**src/rtl/ext_pipe_pkg.sv**
```systemverilog
// Shared definitions for the extension pipeline: op encodings and width.
// Imported by ext_core and ext_pipe.
package ext_pipe_pkg;

    localparam int EXT_OP_W = 3;

    localparam logic [EXT_OP_W-1:0] EXT_OP_SE  = 3'd0;
    localparam logic [EXT_OP_W-1:0] EXT_OP_ZE  = 3'd1;
    localparam logic [EXT_OP_W-1:0] EXT_OP_LS  = 3'd2;
    localparam logic [EXT_OP_W-1:0] EXT_OP_LB  = 3'd3;
    localparam logic [EXT_OP_W-1:0] EXT_OP_LBU = 3'd4;
    localparam logic [EXT_OP_W-1:0] EXT_OP_LH  = 3'd5;
    localparam logic [EXT_OP_W-1:0] EXT_OP_LHU = 3'd6;
    localparam logic [EXT_OP_W-1:0] EXT_OP_ILL = 3'd7;

endpackage

```
**src/rtl/ext_core.sv**
```systemverilog
// Combinational extension: immediates and byte/half load-lane extraction.
// Illegal ops and odd halfword offsets give zero data with err set.
module ext_core
    import ext_pipe_pkg::*;
#(
    parameter int DATA_W = 32,
    parameter int IMM_W  = 16,
    parameter int OFF_W  = 2
) (
    input  logic [EXT_OP_W-1:0] op,
    input  logic [IMM_W-1:0]    im,
    input  logic [DATA_W-1:0]   data,
    input  logic [OFF_W-1:0]    off,
    output logic [DATA_W-1:0]   res,
    output logic                err
);

    logic [OFF_W+2:0] sh_amt;
    logic [7:0]       lane_b;
    logic [15:0]      lane_h;

    // Little-endian lanes: shift the selected byte down to bit 0
    assign sh_amt = {off, 3'b000};
    assign lane_b = 8'(data >> sh_amt);
    assign lane_h = 16'(data >> sh_amt);

    always_comb begin
        res = '0;
        err = 1'b0;
        case (op)
            EXT_OP_SE:  res = DATA_W'($signed(im));
            EXT_OP_ZE:  res = DATA_W'(im);
            EXT_OP_LS:  res = DATA_W'(im) << (DATA_W - IMM_W);
            EXT_OP_LB:  res = DATA_W'($signed(lane_b));
            EXT_OP_LBU: res = DATA_W'(lane_b);
            EXT_OP_LH: begin
                if (off[0]) err = 1'b1;
                else        res = DATA_W'($signed(lane_h));
            end
            EXT_OP_LHU: begin
                if (off[0]) err = 1'b1;
                else        res = DATA_W'(lane_h);
            end
            default:    err = 1'b1;
        endcase
    end

endmodule

```
**src/rtl/ext_pipe.sv**
```systemverilog
// Pipelined extension unit: one output register plus a one-beat skid,
// valid/ready on both sides, synchronous flush.
module ext_pipe
    import ext_pipe_pkg::*;
#(
    parameter int DATA_W = 32,
    parameter int IMM_W  = 16,
    parameter int OFF_W  = 2
) (
    input  logic                clk,
    input  logic                rst,
    input  logic                flush,
    input  logic                in_valid,
    output logic                in_ready,
    input  logic [EXT_OP_W-1:0] in_op,
    input  logic [IMM_W-1:0]    in_im,
    input  logic [DATA_W-1:0]   in_data,
    input  logic [OFF_W-1:0]    in_off,
    output logic                out_valid,
    input  logic                out_ready,
    output logic [DATA_W-1:0]   out_data,
    output logic                out_err
);

    logic [DATA_W-1:0] core_data;
    logic              core_err;
    logic              skid_valid;
    logic [DATA_W-1:0] skid_data;
    logic              skid_err;
    logic              accept;
    logic              out_free;

    ext_core #(
        .DATA_W (DATA_W),
        .IMM_W  (IMM_W),
        .OFF_W  (OFF_W)
    ) u_core (
        .op   (in_op),
        .im   (in_im),
        .data (in_data),
        .off  (in_off),
        .res  (core_data),
        .err  (core_err)
    );

    // in_ready depends only on state, never on out_ready
    assign in_ready = ~skid_valid;
    assign accept   = in_valid & in_ready;
    assign out_free = ~out_valid | out_ready;

    always_ff @(posedge clk or posedge rst) begin
        if (rst) begin
            out_valid  <= 1'b0;
            out_data   <= '0;
            out_err    <= 1'b0;
            skid_valid <= 1'b0;
            skid_data  <= '0;
            skid_err   <= 1'b0;
        end else if (flush) begin
            out_valid  <= 1'b0;
            skid_valid <= 1'b0;
        end else if (out_free) begin
            if (skid_valid) begin
                out_valid  <= 1'b1;
                out_data   <= skid_data;
                out_err    <= skid_err;
                skid_valid <= 1'b0;
            end else if (accept) begin
                out_valid <= 1'b1;
                out_data  <= core_data;
                out_err   <= core_err;
            end else begin
                out_valid <= 1'b0;
            end
        end else if (accept) begin
            skid_valid <= 1'b1;
            skid_data  <= core_data;
            skid_err   <= core_err;
        end
    end

endmodule

```
**config.mk**
```make
export PLATFORM = sky130hd
export DESIGN_NAME = ext_pipe
export DESIGN_NICKNAME = d
export VERILOG_FILES = /design/src/rtl/ext_pipe_pkg.sv /design/src/rtl/ext_core.sv /design/src/rtl/ext_pipe.sv
export SDC_FILE = /design/constraint.sdc
export NUM_CORES = 1
export LEC_CHECK = 0
export CORE_UTILIZATION = 52
export CTS_BUF_LIST = sky130_fd_sc_hd__clkbuf_2 sky130_fd_sc_hd__clkbuf_4 sky130_fd_sc_hd__clkbuf_8
export DETAILED_ROUTE_END_ITERATION = 10
export MAX_ROUTING_LAYER = met4
export PLACE_DENSITY = 0.83
export RECOVER_POWER = 25
export SYNTH_ARGS = -nofsm -noshare
export SYNTH_HDL_FRONTEND = slang
export SYNTH_HIERARCHICAL = 1
export SYNTH_SLANG_ARGS = --single-unit
```
**constraint.sdc**
```tcl
create_clock -name clk -period 2.75 [get_ports clk]
set_clock_uncertainty 0.15 [all_clocks]
set_input_delay 0.55 -clock clk [delete_from_list [all_inputs] [get_ports clk]]
set_output_delay 0.55 -clock clk [all_outputs]
set_load 0.01 [all_outputs]
```
==> results by group, run 1 <==
Run status
  – Status: finished with violations
  – Failing checks: max-capacitance violations, max-slew violations

Synth
  – Sequential area share after synthesis: 42.8%
  – Adder-Cell Fraction of Synth Area: 0.252%
  – YS warnings: 6
  – Register bit total from synthesis: 68
  – Synth cell types: 39
  – Post-Syn Nets: 342
  – Compound-gate portion of the synthesized area: 6.14%
  – Mux cell area share after synthesis: 38.3%
  – Cell Area, Synth: 0.00397 mm^2
  – Simple-Gate Fraction of Synth Area: 8.19%
  – Average cell area after synthesis: 14.0 um^2
  – Mapped Cells: 284
  – XOR/XNOR Fraction of Synth Area: 0.220%
  – Largest family of logic cells by synthesized area: multiplexers

GRT
  – Pin count of the biggest net entering global routing: 69
  – Grt ovf: 0
  – Initial antenna violation count: 0
  – Vias in the first global route: 2,995
  – GRT Total Usage: 27.0%
  – First-pass GRT wire length: 15,200 um

Drt
  – Post-Route M1 WL: 4150 um
  – Wire per inst: 19.3 um
  – Met2 Routed Length: 4740 um
  – Highest metal used: met4
  – 1st-iter DRT viols: 173
  – Pre-antenna DRT Iters: 4
  – Via Count: 2,789
  – Antenna Nets Post-Route: 0
  – DRC: 0
  – Vias per cell: 5.67
  – Met3 WL post-DR: 393 um
  – Routed WL: 9500 um

Clock tree
  – Root Buffer: clkbuf_8
  – CTS resizes: 0
  – Clock slew at reported path FFs: 0.08 ns
  – CTS Hold Bufs: 0
  – CTS H-tree lvls: 3
  – # clock sinks: 68
  – Post-CTS Setup Repair Bufs: 0
  – CTS Buf Count: 9
  – CTS tree: built
  – Clock latency on the worst-skew pair: 0.36 ns
  – CTS Buffer Depth: 2

Floorplanning
  – Die width: 89.4 um
  – Die height: 89.4 um
  – IO Pins: 93
  – Initial Util: 54.2%
  – Core area: 0.00733 mm^2
  – Die area: 0.00800 mm^2
  – Cell Rows: 31

Run
  – Total of max-cap violations: 1

Critical path
  – Worst-path maximum fanout: 14
  – CP startpoint: in_off[1]
  – Critical Path Start Type: input pin
  – Crit path DAT: 2.70 ns
  – Reg-to-reg slack, setup: 0.65 ns
  – Reg-to-reg startpoint: skid_valid
  – Setup crit end kind: flip-flop
  – WP data required: 2.84 ns
  – Reg2reg path depth: 3
  – CP endpoint: out_data[29]
  – Setup Crit Path Kind: in -> reg
  – RR Endpoint: out_data[29]

STA
  – Setup TNS: 0 ns
  – Worst slew margin: -10.2%
  – Slew @ Worst Pin: 1.65 ns
  – Fmax: 382 MHz
  – Final setup fails: 0
  – Post-route clock period utilization: 95.2%
  – Final Hold Fails: 0
  – Final slew viol count: 69
  – Tmin final: 2.62 ns
  – Fin worst setup slack: 0.132 ns
  – RSZ-0062 raised after global routing: no

Worst hold path
  – Hold Crit Class: reg -> reg
  – Hold depth: 1

Power and ir drop
  – Final total power: 3090 uW
  – PD cells: 580 mW/mm^2
  – Leak Pwr: 0.00238 uW
  – Maximum VDD drop: 0.331 mV

Finish
  – Commonest non-fill, non-tap cell in the layout: clkdlybuf4s50_1
  – ANT cells: 0
  – Share of cells above drive strength 1: 43.3%
  – Final Util: 72.7%
  – Most frequent cells in the layout: 91 x clkdlybuf4s50_1, 75 x mux2_2, 68 x dfrtp_1
  – Count of nets after finishing: 446
  – Fill count: 492
  – Synth-to-layout area growth: 34.1%
  – Post-route design area: 0.00533 mm^2

Placement
  – Gpl congestion: 0.836
  – Place WS: -0.250 ns
  – I/O Buffers: 92
  – Cell Area, Placed: 0.00512 mm^2
  – Detail Placement HPWL: 6830 um
## worst max-delay path, cell delays in order
cell and delay [ns]:
clkdlybuf4s50_1 0.51, buf_4 0.20, mux2_2 0.39, nand4b_1 0.20, buf_12 0.18, nand3_2 0.10
mux2_2 0.27, mux2_1 0.30
## cell families after synthesis
kind of cell,Yosys count
compound gates,34
mux,117
buf+inv,25
flops,68
fa+ha+maj,1
simple gates,38
xor+xnor,1
## state kept, by name, summed over array words and instances (netlist names)
signal      cells
skid_data      32
skid_err        1
out_data       32
skid_valid      1
out_valid       1
out_err         1
## cells in the mapped netlist
cell type | n | share of area (%)
a21oi_1 | 16 | 2.0
a221o_1 | 7 | 1.8
a22o_1 | 8 | 1.8
a311oi_1 | 1 | 0.22
a31oi_1 | 1 | 0.16
a41oi_1 | 1 | 0.22
and2_1 | 2 | 0.31
and2b_1 | 1 | 0.19
buf_2 | 7 | 0.88
buf_4 | 1 | 0.19
buf_6 | 6 | 1.7
buf_8 | 1 | 0.38
clkbuf_1 | 8 | 0.76
dfrtp_1 | 68 | 43
inv_1 | 2 | 0.19
maj3_1 | 1 | 0.25
mux2_1 | 2 | 0.57
mux2_2 | 75 | 21
mux2_4 | 30 | 11
mux2i_1 | 1 | 0.25
mux2i_2 | 1 | 0.35
mux4_2 | 8 | 4.5
nand2_1 | 1 | 0.094
nand2b_4 | 1 | 0.35
nand3_1 | 5 | 0.63
nand3_2 | 10 | 2.5
nand3b_1 | 3 | 0.57
nand4b_1 | 2 | 0.44
nor2_1 | 3 | 0.28
nor2b_1 | 2 | 0.31
nor3_1 | 1 | 0.13
nor3_4 | 1 | 0.41
nor3b_1 | 1 | 0.19
nor3b_2 | 1 | 0.31
nor4b_2 | 1 | 0.38
nor4b_4 | 1 | 0.60
or3b_1 | 1 | 0.22
or4b_2 | 1 | 0.25
xor2_1 | 1 | 0.22
## metrics by stage
| step | cells | hold WS (ns) |
|---|---|---|
| after global placement | 476 | 0.323 |
| after detailed placement | 476 | 0.342 |
| after floorplan | 284 | 0.325 |
| after CTS | 492 | 0.359 |
| after global routing | 492 | 0.375 |
| final | 492 | 0.360 |
## worst min-delay path by stage
stage                               end          start  slack (ns)
after floorplan            skid_data[7]   skid_data[7]        0.32
after global placement     out_data[22]   out_data[22]        0.32
after detailed placement  skid_data[12]  skid_data[12]        0.34
after CTS                 skid_data[12]  skid_data[12]        0.36
after global routing      skid_data[23]  skid_data[23]        0.37
final                      skid_data[8]   skid_data[8]        0.36
## power breakdown
group	internal, uW	leakage, uW	switching, uW	total [uW]
logic	554	0.00138	302	856
registers	1190	0.000888	109	1300
clock network	516	0.000114	415	931
total	2260	0.00238	826	3090
## final cells by class
class | count | area [um^2] | share of cell area (%)
clock buffers | 9 | 124 | 2.33
clock inverters | 7 | 100 | 1.88
inverters | 2 | 7.51 | 0.141
multi-input cells | 191 | 2110 | 39.6
flip-flops and latches | 68 | 1700 | 31.9
well taps | 99 | 124 | 2.33
repair buffers | 116 | 1160 | 21.8
## per-layer routing
metal	track usage, %	up-vias
met5	-	-
met1	32.3	1401
met2	44.6	83
met4	12.0	0
li1	-	1285
met3	5.17	20
(Power assumes the default switching activity.)
==> run 2, diff against run 1 <==
- ABC_CLOCK_PERIOD_IN_PS: default -> 2750
==> results of run 2 <==
No change in the layout: final DEF, timing and power equal those of run 1.
==> run 3, diff against run 2 <==
- MAX_ROUTING_LAYER: met4 -> default
==> results by group, run 3 (synthesis gave the netlist of run 1 again) <==
Critical path
  – RR Endpoint: out_data[29] (unchanged)
  – CP Depth: 8 (unchanged)
  – Reg-to-reg startpoint: skid_valid (unchanged)
  – Critical Path Start Type: input pin (unchanged)
  – Reg2reg path depth: 3 (unchanged)
  – CP delay by family, top: multiplexers (unchanged)
  – Critical path's most frequent cell: mux2_2 (unchanged)
  – Worst-path maximum fanout: 14 (unchanged)
  – Setup crit end kind: flip-flop (unchanged)
  – Slowest-stage cell, CP: clkdlybuf4s50_1 (unchanged)
  – Reg-to-reg slack, setup: 0.65 ns (about the same)
  – Largest stage delay, worst path: 0.51 ns (about the same)
  – WP data required: 2.83 ns (was 2.84 ns)
  – CP Cell Sequence: clkdlybuf4s50_1 -> buf_4 -> mux2_2 -> nand4b_1 -> buf_12 -> nand3_2 -> mux2_2 -> mux2_1 (unchanged)
  – Setup Crit Path Kind: in -> reg (unchanged)
  – Buf+Inv Stages, Crit Path: 3 (unchanged)
  – Crit path DAT: 2.72 ns (was 2.70 ns)

STA
  – Slew @ Worst Pin: 1.63 ns (was 1.65 ns)
  – Post-route clock period utilization: 95.9% (was 95.2%)
  – Worst slew margin: -9.00% (was -10.2%)
  – Final slew viol count: 69 (unchanged)
  – Tmin final: 2.64 ns (was 2.62 ns)
  – Final Hold Fails: 0 (unchanged)
  – RSZ-0062 raised after global routing: no (unchanged)
  – Fmax: 379 MHz (was 382 MHz)
  – Hold slack: 0.358 ns (was 0.360 ns)
  – Final setup fails: 0 (unchanged)

Clock tree
  – CTS Buf Count: 9 (unchanged)
  – CTS Hold Bufs: 0 (unchanged)
  – Clock latency on the worst-skew pair: 0.36 ns (about the same)
  – CTS resizes: 0 (unchanged)
  – Post-CTS Setup Repair Bufs: 0 (unchanged)
  – Clock slew at reported path FFs: 0.08 ns (about the same)
  – # clock sinks: 68 (unchanged)
  – CTS tree: built (unchanged)
  – CTS Buffer Depth: 2 (unchanged)
  – Root Buffer: clkbuf_8 (unchanged)
  – CTS H-tree lvls: 3 (unchanged)

Finish
  – Commonest non-fill, non-tap cell in the layout: clkdlybuf4s50_1 (unchanged)
  – Count of nets after finishing: 446 (unchanged)
  – Fill count: 492 (unchanged)
  – Top Registers: out_data x32, skid_data x32 (unchanged)
  – Share of cells above drive strength 1: 43.3% (unchanged)
  – Most frequent cells in the layout: 91 x clkdlybuf4s50_1, 75 x mux2_2, 68 x dfrtp_1 (unchanged)
  – Synth-to-layout area growth: 34.1% (unchanged)
  – ANT cells: 0 (unchanged)

Floorplanning
  – Core area: 0.00733 mm^2 (unchanged)
  – Initial Util: 54.2% (unchanged)
  – Die width: 89.4 um (unchanged)
  – Die area: 0.00800 mm^2 (unchanged)
  – Cell Rows: 31 (unchanged)
  – Die height: 89.4 um (unchanged)
  – IO Pins: 93 (unchanged)

GRT
  – Grt ovf: 0 (unchanged)
  – Initial antenna violation count: 0 (unchanged)
  – GRT Total Usage: 26.2% (was 27.0%)
  – Pin count of the biggest net entering global routing: 69 (unchanged)
  – Vias in the first global route: 2,993 (was 2,995)
  – First-pass GRT wire length: 15,200 um (about the same)

Drt
  – Wire per inst: 19.1 um (was 19.3 um)
  – DRC: 0 (unchanged)
  – Highest metal used: met4 (unchanged)
  – Vias per cell: 5.69 (was 5.67)
  – Met2 Routed Length: 4710 um (was 4740 um)
  – Met3 WL post-DR: 357 um (was 393 um)
  – 1st-iter DRT viols: 159 (was 173)
  – Antenna Nets Post-Route: 0 (unchanged)
  – Routed WL: 9420 um (was 9500 um)
  – Post-Route M1 WL: 4110 um (was 4150 um)
  – Pre-antenna DRT Iters: 4 (unchanged)
  – Via Count: 2,801 (was 2,789)

Power and ir drop
  – Switching share of total power: 26.7% (about the same)
  – PD cells: 580 mW/mm^2 (about the same)
  – Internal power: 2260 uW (about the same)
  – Gate power share: 27.7% (about the same)
  – Maximum VDD drop: 0.331 mV (about the same)
  – Leak Pwr: 0.00238 uW (unchanged)
  – Seq pwr share: 42.2% (about the same)
  – Final total power: 3090 uW (about the same)
  – Share of total power in the clock network: 30.1% (about the same)
  – Switching Power: 823 uW (was 826 uW)

Placement
  – Detail Placement HPWL: 6830 um (unchanged)
  – I/O Buffers: 92 (unchanged)
  – Gpl congestion: 0.823 (was 0.836)

Worst hold path
  – WHS Endpoint: skid_data[12] (was skid_data[8])
  – Hold Crit Class: reg -> reg (unchanged)
  – Hold depth: 1 (unchanged)
  – Hold Crit Start: skid_data[12] (was skid_data[8])

Run status
  – Status: finished with violations (unchanged)
  – Failing checks: max-capacitance violations, max-slew violations (unchanged)

Run
  – Total of max-cap violations: 1 (unchanged)
[run 3: layout make-up]
type | instances | area, um^2 | share of cell area, %
multi-input cells | 191 | 2110 | 39.6
flip-flops and latches | 68 | 1700 | 31.9
repair buffers | 116 | 1160 | 21.8
clock buffers | 9 | 124 | 2.33
well taps | 99 | 124 | 2.33
clock inverters | 7 | 100 | 1.88
inverters | 2 | 7.51 | 0.141
[run 3: worst max path at each step]
stage                     startpoint      endpoint  slack, ns
after global placement     in_off[1]  out_data[12]      -0.18
after CTS                  in_off[1]  out_data[29]       0.13
final                      in_off[1]  out_data[29]       0.11
after detailed placement   in_off[1]  out_data[29]      -0.25
after floorplan            in_off[1]  out_data[29]       0.26
after global routing        in_op[1]  out_data[22]      0.007
[run 3: power groups by stage]
stage	clock [uW]	combinational (uW)	sequential, uW
2_1_floorplan	0	441	1330
3_3_place_gp	0	836	1300
3_5_place_dp	0	858	1320
4_1_cts	954	864	1300
5_1_grt	986	918	1330
6_report	930	855	1300
[run 3: per-stage QoR]
stage	cells	TNS [ns]	cell area [um^2]	utilization [%]	setup WS, ns
after floorplan	284	0	3970	-	0.264
after global placement	476	-3.79	5120	69.8	-0.176
after detailed placement	476	-5.84	5120	69.8	-0.250
after CTS	492	0	5340	72.9	0.131
after global routing	492	0	5330	72.7	0.00728
final	492	0	5330	72.7	0.113
[run 3: layer usage]
layer  track usage [%]  up-vias
met5                 0        -
met4              12.0        0
met3              5.36       22
met2              44.6       89
met1              32.1     1405
li1                  -     1285
